<file path="src/rtl/memory_access_unit.sv">
// memory_access_unit: LEGv8 data-memory stage driving a req/ack bus with alignment, lane steering and load extension
module memory_access_unit #(
  parameter int WORD    = 64,
  parameter int TIMEOUT = 16
) (
  input  logic            clk,
  input  logic            reset,
  input  logic            start,
  input  logic            mem_read,
  input  logic            mem_write,
  input  logic [1:0]      mem_size,
  input  logic            load_signed,
  input  logic [WORD-1:0] address,
  input  logic [WORD-1:0] write_data,
  output logic [WORD-1:0] read_data,
  output logic            done,
  output logic            busy,
  output logic            align_fault,
  output logic            bus_error,
  output logic            mem_req,
  output logic            mem_we,
  output logic [WORD-1:0] mem_addr,
  output logic [WORD-1:0] mem_wdata,
  output logic [7:0]      mem_wstrb,
  input  logic [WORD-1:0] mem_rdata,
  input  logic            mem_ack
);
  localparam int TW = $clog2(TIMEOUT);
  typedef enum logic [1:0] {IDLE, WAIT, DONE} state_t;
  state_t          state;
  logic [TW-1:0]   timer;
  logic [1:0]      size_q;
  logic            signed_q;
  logic [2:0]      lane_q;
  logic            misaligned;
  logic [7:0]      mask;
  logic [WORD-1:0] rsh;
  logic [WORD-1:0] rext;
  always_comb begin
    misaligned = mem_size == 2'd1 ? address[0] :
                 mem_size == 2'd2 ? |address[1:0] :
                 mem_size == 2'd3 ? |address[2:0] : 1'b0;
    mask = mem_size == 2'd0 ? 8'h01 : mem_size == 2'd1 ? 8'h03 : mem_size == 2'd2 ? 8'h0F : 8'hFF;
    rsh  = mem_rdata >> {lane_q, 3'b000};
    rext = size_q == 2'd0 ? {{(WORD-8){signed_q & rsh[7]}}, rsh[7:0]} :
           size_q == 2'd1 ? {{(WORD-16){signed_q & rsh[15]}}, rsh[15:0]} :
           size_q == 2'd2 ? {{(WORD-32){signed_q & rsh[31]}}, rsh[31:0]} : rsh;
  end
  always_ff @(posedge clk) begin
    if (reset) begin
      state       <= IDLE;
      timer       <= '0;
      size_q      <= '0;
      signed_q    <= 1'b0;
      lane_q      <= '0;
      read_data   <= '0;
      done        <= 1'b0;
      busy        <= 1'b0;
      align_fault <= 1'b0;
      bus_error   <= 1'b0;
      mem_req     <= 1'b0;
      mem_we      <= 1'b0;
      mem_addr    <= '0;
      mem_wdata   <= '0;
      mem_wstrb   <= '0;
    end else begin
      case (state)
        IDLE: if (start) begin
          read_data   <= '0;
          bus_error   <= 1'b0;
          busy        <= 1'b1;
          timer       <= '0;
          if (!(mem_read || mem_write) || misaligned) begin
            align_fault <= (mem_read || mem_write) && misaligned;
            done        <= 1'b1;
            state       <= DONE;
          end else begin
            align_fault <= 1'b0;
            size_q      <= mem_size;
            signed_q    <= load_signed;
            lane_q      <= address[2:0];
            mem_req     <= 1'b1;
            mem_we      <= mem_write;
            mem_addr    <= {address[WORD-1:3], 3'b000};
            mem_wdata   <= mem_write ? write_data << {address[2:0], 3'b000} : '0;
            mem_wstrb   <= mem_write ? mask << address[2:0] : 8'h00;
            state       <= WAIT;
          end
        end
        WAIT: begin
          // ack on the final timer cycle still completes normally
          if (mem_ack || timer == TW'(TIMEOUT - 1)) begin
            read_data <= (mem_ack && !mem_we) ? rext : '0;
            bus_error <= !mem_ack;
            mem_req   <= 1'b0;
            mem_we    <= 1'b0;
            done      <= 1'b1;
            timer     <= '0;
            state     <= DONE;
          end else begin
            timer <= timer + 1'b1;
          end
        end
        default: begin
          done  <= 1'b0;
          busy  <= 1'b0;
          timer <= '0;
          state <= IDLE;
        end
      endcase
    end
  end
endmodule
</file>
<file path="config.mk">
export PLATFORM = sky130hd
export DESIGN_NAME = memory_access_unit
export DESIGN_NICKNAME = d
export VERILOG_FILES = /design/src/rtl/memory_access_unit.sv
export SDC_FILE = /design/constraint.sdc
export NUM_CORES = 1
export LEC_CHECK = 0
export CORE_MARGIN = 2
export CORE_UTILIZATION = 46
export DETAILED_ROUTE_END_ITERATION = 8
export PLACE_DENSITY = 0.82
export SYNTH_ARGS = -nofsm -noshare
export SYNTH_HDL_FRONTEND = slang
export SYNTH_SLANG_ARGS = --single-unit
export TNS_END_PERCENT = 10
</file>
<file path="constraint.sdc">
create_clock -name clk -period 2.1 [get_ports clk]
set_input_delay 0.21 -clock clk [delete_from_list [all_inputs] [get_ports clk]]
set_output_delay 0.21 -clock clk [all_outputs]
set_load 0.005 [all_outputs]
</file>
# ---- Yosys cells after proc, flatten, opt, wreduce, memory -nomap -nowiden
# Cells that the tools add are included.
# W data, S select, Z words.
dict set report op_classes {
  add_sub_neg 1
  eq_ne 11
  n_shift 3
  n_mux 39
  bitwise 5
  n_reduce_logical 21
}
# operator n
set op_table {}
lappend op_table {{$mux W64} 7}
lappend op_table {{$pmux W64 S2} 1}
lappend op_table {{$shl A64 B6 Y64} 1}
lappend op_table {{$shr A64 B6 Y64} 1}
lappend op_table {{$mux W8} 4}
lappend op_table {{$mux W1} 15}
lappend op_table {{$pmux W1 S2} 5}
lappend op_table {{$reduce_and A3 Y1} 3}
lappend op_table {{$mux W4} 2}
lappend op_table {{$ne A2 B2 Y1 const B} 4}
lappend op_table {{$pmux W4 S2} 1}
lappend op_table {{$shl A8 B3 Y8} 1}
lappend op_table {{$eq A2 B1 Y1 const B} 3}
lappend op_table {{$eq A2 B2 Y1 const B} 3}
lappend op_table {{$logic_not A2 Y1} 3}
lappend op_table {{$mux W2} 3}
lappend op_table {{$reduce_and A2 Y1} 3}
lappend op_table {{$add A4 B1 Y4 const B} 1}
lappend op_table {{$eq A4 B4 Y1 const B} 1}
lappend op_table {{$pmux W2 S2} 1}
lappend op_table {{$reduce_and A4 Y1} 1}
lappend op_table {{$and A1 B1 Y1} 3}
lappend op_table {{$logic_not A1 Y1} 3}
lappend op_table {{$logic_or A1 B1 Y1} 3}
lappend op_table {{5 further kinds} 7}
dict set report totals {
  reg_bits 215
  word_cells 95
}

# ---- Depth between registers and ports, before layout
# Gate-level depths: netlist (run 1).
dict set report logic_depth {
  depth_word 8
  mapped_depth 9
}

# ---- Least setup slack after synthesis (run 1)
# No wires, ideal clock.
dict set report synth_path {
  kind {reg2reg}
  startpoint {reg lane_q[1]}
  endpoint {reg read_data[38]}
  arrival_time_ns 1.704
  required_time_ns 1.983
  setup_slack_ns 0.279
  path_stages_with_launch 9
  n_path_buf 3
  cell_sequence {dfxtp_1 > buf_6 > mux2i_1 > a22oi_2 > a31o_1 > and2_4 > buf_6 > buf_6 > a32o_1}
}
dict set report synth_between {
  elab_chain_len 8
}
# item line_no
set synth_rtl {}
lappend synth_rtl {{start, declared} 34} ;# logic [2:0] lane_q;
lappend synth_rtl {{start signal, assigned} 81} ;# lane_q <= address[2:0];
lappend synth_rtl {{$shr A64 B6 Y64 *} 44} ;# rsh = mem_rdata >> {lane_q, 3'b000};
lappend synth_rtl {{$and A1 B1 Y1} 47} ;# size_q == 2'd2 ? {{(WORD-32){signed_q & rsh[31]}}, rsh[31:0]} : rsh;
lappend synth_rtl {{$mux W64} 47}
lappend synth_rtl {{$mux W64} 46} ;# size_q == 2'd1 ? {{(WORD-16){signed_q & rsh[15]}}, rsh[15:0]} :
lappend synth_rtl {{$mux W64 *} 45} ;# rext = size_q == 2'd0 ? {{(WORD-8){signed_q & rsh[7]}}, rsh[7:0]} :
lappend synth_rtl {{$mux W64 *} 93} ;# read_data <= (mem_ack && !mem_we) ? rext : '0;
lappend synth_rtl {{$mux W64 *} 92} ;# if (mem_ack || timer == TW'(TIMEOUT - 1)) begin
lappend synth_rtl {{$pmux W64 S2 *} 67} ;# case (state)
lappend synth_rtl {{end signal, assigned} 93}
lappend synth_rtl {{end, declared} 15} ;# output logic [WORD-1:0] read_data,
# Every way passes the cells marked *; elsewhere a longest branch is shown, timed or not. The select of a mux whose other input is x is not followed.
# A chain may end at the register's enable or synchronous reset.

# ---- Worst setup path in the final report (run 1)
dict set report layout_path {
  startpoint {reg lane_q[0]}
  endpoint {reg read_data[1]}
}
dict set report layout_between {
  elab_chain_len 7
}
# item line_no
set layout_rtl {}
lappend layout_rtl {{$shr A64 B6 Y64 *} 44}
lappend layout_rtl {{$mux W64} 47}
lappend layout_rtl {{$mux W64} 46}
lappend layout_rtl {{$mux W64 *} 45}
lappend layout_rtl {{$mux W64 *} 93}
lappend layout_rtl {{$mux W64 *} 92}
lappend layout_rtl {{$pmux W64 S2 *} 67}
# Marks and branches as above.

==> results.yml, run 1 <==
status:
  status: "completed"
routing:
  vias: 11700
  antenna_left: 0
  via_per_inst: 5.90
  drc_errors: 0
  drt_iter0_drc: 1218
  wl_per_cell_microns: 21.8
  wirelength_mm: 43.1
  drtPass1Iterations: 5
job:
  cap_violations: 0
critical_path:
  crit_family: "multiplexers"
  path_cells: "buf_12 > mux2_1 > mux2i_1 > o21ai_0 > a22oi_1 > nor2_1"
  cp.arrival_ns: 2.39
  worstPathMaxFanout: 19
  crit_path_start_kind: "register"
  crit_slowest_cell: "dfxtp_2"
  critPathRequiredTime_ns: 2.51
  crit_buf_inv: 1
  max_stage_delay_ns: 0.47
  cp-end-kind: "register"
  path_class: "reg -> reg"
clock_tree:
  clkTransAtPathRegs_ns: 0.06
  postCtsSetupRepairBufs: 0
  cts_made_buffers: 25
  clock-sinks: 215
  clockRootBuffer: "clkbuf_16"
  tritoncts: "built"
  htreeDepth: 1
  cts_buffer_depth: 3
  clkLatencyLatePin_ns: 0.53
synth:
  synthCells: 1236
  synth.most_common_cell: "nand2_1"
  synth_cell_types: 62
  yosys_most_used_dff: "dfxtp_1"
  ys_top_cells_by_count: "nand2_1 (266), dfxtp_1 (215), a21oi_1 (147)"
  synth_edf_count: 0
  ys_seq_area_share_pct: 38.2
  async_flop_share_pct: 0
  ys_ff_latch: 215
  synth_area_leader_cell: "dfxtp_1"
  yosys_warnings: 0
  syn_avg_cell_area_sq_um: 9.11
  synth_top_area_share_pct: 38.2
  netlist_area_sq_um: 11300
  synth_area_leaders: "dfxtp_1 (38%), mux4_2 (12%), nand2_1 (8.9%)"
layout:
  multi_input_area_sq_um: 6260
  drive_gt1_share_pct: 13.6
  final_nets: 1835
  seqCellArea_sq_um: 4310
  instances_no_fill: 1975
  fill_cells: 1796
  area_growth_pct: 48.2
  fin_area_sq_um: 16700
floorplanning:
  rows: 57
  fp.dieW_microns: 160
  core_sq_um: 24200
  dieArea_sq_um: 25800
  start_util_pct: 46.6
  die_h_microns: 160
  ios: 407
placement:
  hpwl_mm: 31.8
  gp_congestion: 0.942
  place_area_sq_um: 15900
  numPortBuffers: 403
  dp.cells: 1929
sta:
  period_needed_ns: 1.99
  fin_crit_sh_pct: 94.7
  slew_headroom_pct: 36.4
  hold_viol_final: 0
  fmax_ghz: 0.503
  finClkSkew_ns: 0.0129
  rsz0062_at_grt: "false"
  maxSlewViolCount: 0
  setup_viol: 0
  worst_pin_slew_ns: 0.947
  holdWs_ns: 0.0447
power_and_ir_drop:
  p_per_area_nw_per_um2: 622
  ir_drop_uv: 637
  p_leak_nw: 6.01
grt:
  first_global_vias: 11500
  grt_antenna_before_repair: 2
  grt_pass1_wl_mm: 65.6
  grt_max_degree: 72
  grt_usage_pct: 32.3
  overflow: 0
worst_hold_path:
  hp-class: "in -> reg"
==> registers in the layout, summed over array words and instances (netlist names), 2 cells and up <==
name,count
timer,4
lane_q,3
mem_addr,61
mem_wdata,64
state,2
mem_wstrb,8
read_data,64
size_q,2
==> worst min-delay path, stage by stage <==
cell,delay (ns)
buf_4,0.18
nand2_1,0.08
a21oi_1,0.05
==> area by class of cell <==
cell class                 instances  area share [%]
tap                              324            2.43
timing repair buffer             486            29.3
sequential                       215            25.8
multi-input combinational        885            37.5
inverter                          20           0.532
clock buffer                      33            4.05
antenna                            1          0.0150
clock inverter                    11           0.405
==> where the power goes <==
group	internal [mW]	total, mW	switching, mW
Clock	2.26	4.01	1.74
Sequential	4.18	4.26	0.0726
Combinational	1.08	2.11	1.03
Total	7.53	10.4	2.85
==> path summary, 6_finish.rpt <==
| path | start | end | slack [ns] | depth (start not counted) |
|---|---|---|---|---|
| min | address[0] | lane_q[0] | 0.04 | 3 |
| max reg2reg | lane_q[0] | read_data[1] | 0.11 | 6 |
| min reg2reg | mem_wdata[15] | mem_wdata[15] | 0.45 | 2 |
| max | lane_q[0] | read_data[1] | 0.11 | 6 |
==> per-layer routing <==
layer | part of all wire, % | vias to the layer above | track usage (%)
met2 | 48 | 707 | 55.4
li1 | - | 5265 | -
met4 | 5.3 | 0 | 15.6
met3 | 12 | 141 | 10.9
met1 | 35 | 5542 | 36.0
met5 | 0 | - | 0
==> placed cells by master, fill, tap and decap left out, drive strengths merged, types with 3 or more instances in the layout <==
| master | instances |
|---|---|
| a22oi | 15 |
| o2bb2ai | 36 |
| clkinv | 8 |
| inv | 20 |
| dfxtp | 215 |
| a211oi | 11 |
| o21ai | 58 |
| nand3b | 11 |
| a22o | 16 |
| conb | 3 |
| mux2i | 62 |
| mux2 | 23 |
| nand3 | 32 |
| mux4 | 58 |
| nor2 | 26 |
| a31oi | 5 |
| a211o | 3 |
| and2 | 3 |
| a21oi | 147 |
| nor2b | 21 |
| nor3 | 5 |
| clkdlybuf4s50 | 399 |
| a32o | 21 |
| a21boi | 3 |
| clkbuf | 33 |
| o22ai | 12 |
| nand2b | 8 |
| a31o | 14 |
| buf | 86 |
| nand2 | 266 |
==> cells by family after synthesis <==
| kind of cell | Yosys count | synth area share, % |
|---|---|---|
| multiplexers | 143 | 19.4 |
| AO/OA/AOI/OAI | 353 | 20.8 |
| buffers and inverters | 138 | 6.50 |
| flip-flops | 215 | 38.2 |
| adder cells (fa/ha/maj) | 1 | 0.111 |
| other | 1 | 0.0333 |
| XOR/XNOR | 3 | 0.233 |
| AND/OR/NAND/NOR | 382 | 14.7 |
==> per-stage QoR <==
| stage | util, % | setup TNS, ns | total power [mW] | worst slack (ns) |
|---|---|---|---|---|
| 6_report | 69.0 | 0 | 10.4 | 0.111 |
| 5_1_grt | 69.0 | 0 | 10.7 | 0.0563 |
| 4_1_cts | 69.0 | 0 | 10.4 | 0.0643 |
| 3_5_place_dp | 65.9 | -0.0310 | 6.40 | -0.0273 |
| 3_3_place_gp | 65.9 | 0 | 6.37 | 0.0823 |
| 2_1_floorplan | - | 0 | 5.35 | 0.279 |
==> repair_timing <==
item                                    CTS  global route
hold buffers                              1             0
hold endpoints to repair                  7             0
gates resized for setup                   0             1
endpoints found under the setup margin    0            20
(Power assumes the default switching activity.)
==> inputs of run 2 (changes only) <==
GPL_TIMING_DRIVEN = 0   (was default)
clock period = 1.95 ns   (was 2.1 ns; I/O delays follow)
==> results.yml, run 2 (synthesis results as in run 1) <==
status:
  status: "finished, violations left"
  violations: "setup timing"
layout:
  final_cell_mix: "clkdlybuf4s50_1 (401), nand2_1 (266), dfxtp_1 (210)"
  fill_cells: 1834
  final_common_cell: "clkdlybuf4s50_1"
  drive_gt1_share_pct: 16.1
  instances_no_fill: 2017
  final_nets: 1877
  reg.largest.list: "mem_wdata x64, read_data x64, mem_addr x61"
  area_growth_pct: 51.5
sta:
  finClkSkew_ns: 0.0237
  hold_viol_final: 0
  slew_headroom_pct: 44.8
  rsz0062_at_grt: "true"
  fmax_ghz: 0.508
  period_needed_ns: 1.97
  maxSlewViolCount: 0
  fin_crit_sh_pct: 101
  worst_pin_slew_ns: 0.822
  fin_ws_ns: -0.0201
  setup_viol: 12
critical_path:
  critPathRequiredTime_ns: 2.36
  r2r-start: "lane_q[0]"
  cp.arrival_ns: 2.38
  r2r_cells: 8
  rrSetupSlack_ns: -0.02
  path_class: "reg -> reg"
  worstPathMaxFanout: 10
  cp-end-kind: "register"
  crit_path_start_kind: "register"
  r2r_end: "read_data[42]"
clock_tree:
  tritoncts: "built"
  clockRootBuffer: "clkbuf_16"
  clkTransAtPathRegs_ns: 0.06
  clock-sinks: 215
  htreeDepth: 1
  cts_made_buffers: 24
  clkLatencyLatePin_ns: 0.54
  cts_buffer_depth: 3
grt:
  grt_usage_pct: 37.8
  grt_max_degree: 14
  grt_antenna_before_repair: 3
  first_global_vias: 12100
  grt_pass1_wl_mm: 74.7
  overflow: 0
placement:
  numPortBuffers: 401
  gp_congestion: 0.982
  dp.cells: 1963
  hpwl_mm: 38.6
routing:
  drc_errors: 0
  drt_iter0_drc: 1182
  wl_met1_mm: 18.6
  maxUsedRoutingLayer: "met5"
  drtPass1Iterations: 6
  wirelength_mm: 50.4
  vias: 12100
  via_per_inst: 6.00
  wl_met2_mm: 23.5
  antenna_left: 0
  wl_per_cell_microns: 25.0
  wl_met3_mm: 5.18
power_and_ir_drop:
  p_leak_nw: 6.10
  ir_drop_uv: 620
  p_per_area_nw_per_um2: 693
  total_power_mw: 11.8
floorplanning:
  core_sq_um: 24200
  rows: 57
  start_util_pct: 46.6
  ios: 407
  dieArea_sq_um: 25800
  fp.dieW_microns: 160
  die_h_microns: 160
worst_hold_path:
  hold_depth: 3
  hp-start: "address[44]"
  hp-class: "in -> reg"
  hold_end: "mem_addr[44]"
job:
  cap_violations: 0
[run 2: cell type report]
class,count,area [sq um],share of cell area [%]
clock buffers,31,667,3.91
multi-input cells,885,6560,38.4
flip-flops and latches,215,4320,25.3
plain buffers,117,747,4.38
diodes,1,2.50,0.0147
repair buffers,412,4130,24.2
inverters,20,88.8,0.520
well taps,324,405,2.37
clock inverters,12,159,0.931
[run 2: worst max-delay path by stage]
stage | startpoint | end | slack, ns | cells past startpoint
floorplan | lane_q[1] | read_data[38] | 0.13 | 8
global placement | mem_size[0] | mem_wdata[35] | -0.75 | 9
detailed placement | mem_size[1] | mem_wdata[30] | -0.79 | 8
CTS | size_q[1] | read_data[15] | -0.06 | 5
global route | mem_size[0] | lane_q[1] | -0.08 | 10
finish | lane_q[0] | read_data[42] | -0.02 | 8
[run 2: where the power goes]
part | switching, mW | leakage, nW | total, mW | internal [mW]
clock network | 1.97 | 0.402 | 4.80 | 2.82
logic | 1.29 | 3.95 | 2.47 | 1.18
registers | 0.0761 | 1.74 | 4.58 | 4.50
total | 3.33 | 6.10 | 11.8 | 8.51
[run 2: per-stage QoR]
stage          setup TNS (ns)  hold slack [ns]  utilization (%)  area (sq um)  worst slack [ns]
4_1_cts                -0.225            0.188             69.5         16800           -0.0603
3_3_place_gp          -109.51            0.435             64.9         15700            -0.750
6_report               -0.133            0.199             70.6         17100           -0.0201
2_1_floorplan               0            0.321                -         11300             0.129
5_1_grt                 -1.59            0.210             70.6         17100           -0.0825
3_5_place_dp          -108.82            0.440             64.9         15700            -0.790
[run 2: repair_timing]
item | 4_1_cts | 5_1_grt
cloned | 0 | 1
pin swaps | 4 | 13
endpoints found under the setup margin | 160 | 199
buffers inserted | 2 | 8
gates resized for setup | 65 | 61
hold buffers | 0 | 0
[run 2: worst max-delay path: stages (launching register included)]
cell and delay [ns]:
dfxtp_4 0.38, buf_8 0.15, mux2i_2 0.26, o2bb2ai_4 0.12, o21ai_4 0.21, o221ai_4 0.14, buf_12 0.16, clkbuf_4 0.18
a32o_1 0.25
[run 2: layer usage]
layer  GRT usage [%]  up-vias
li1                -     5344
met1            45.0     5795
met2            63.0      777
met3            10.5      175
met4            18.6        4
met5               0        -
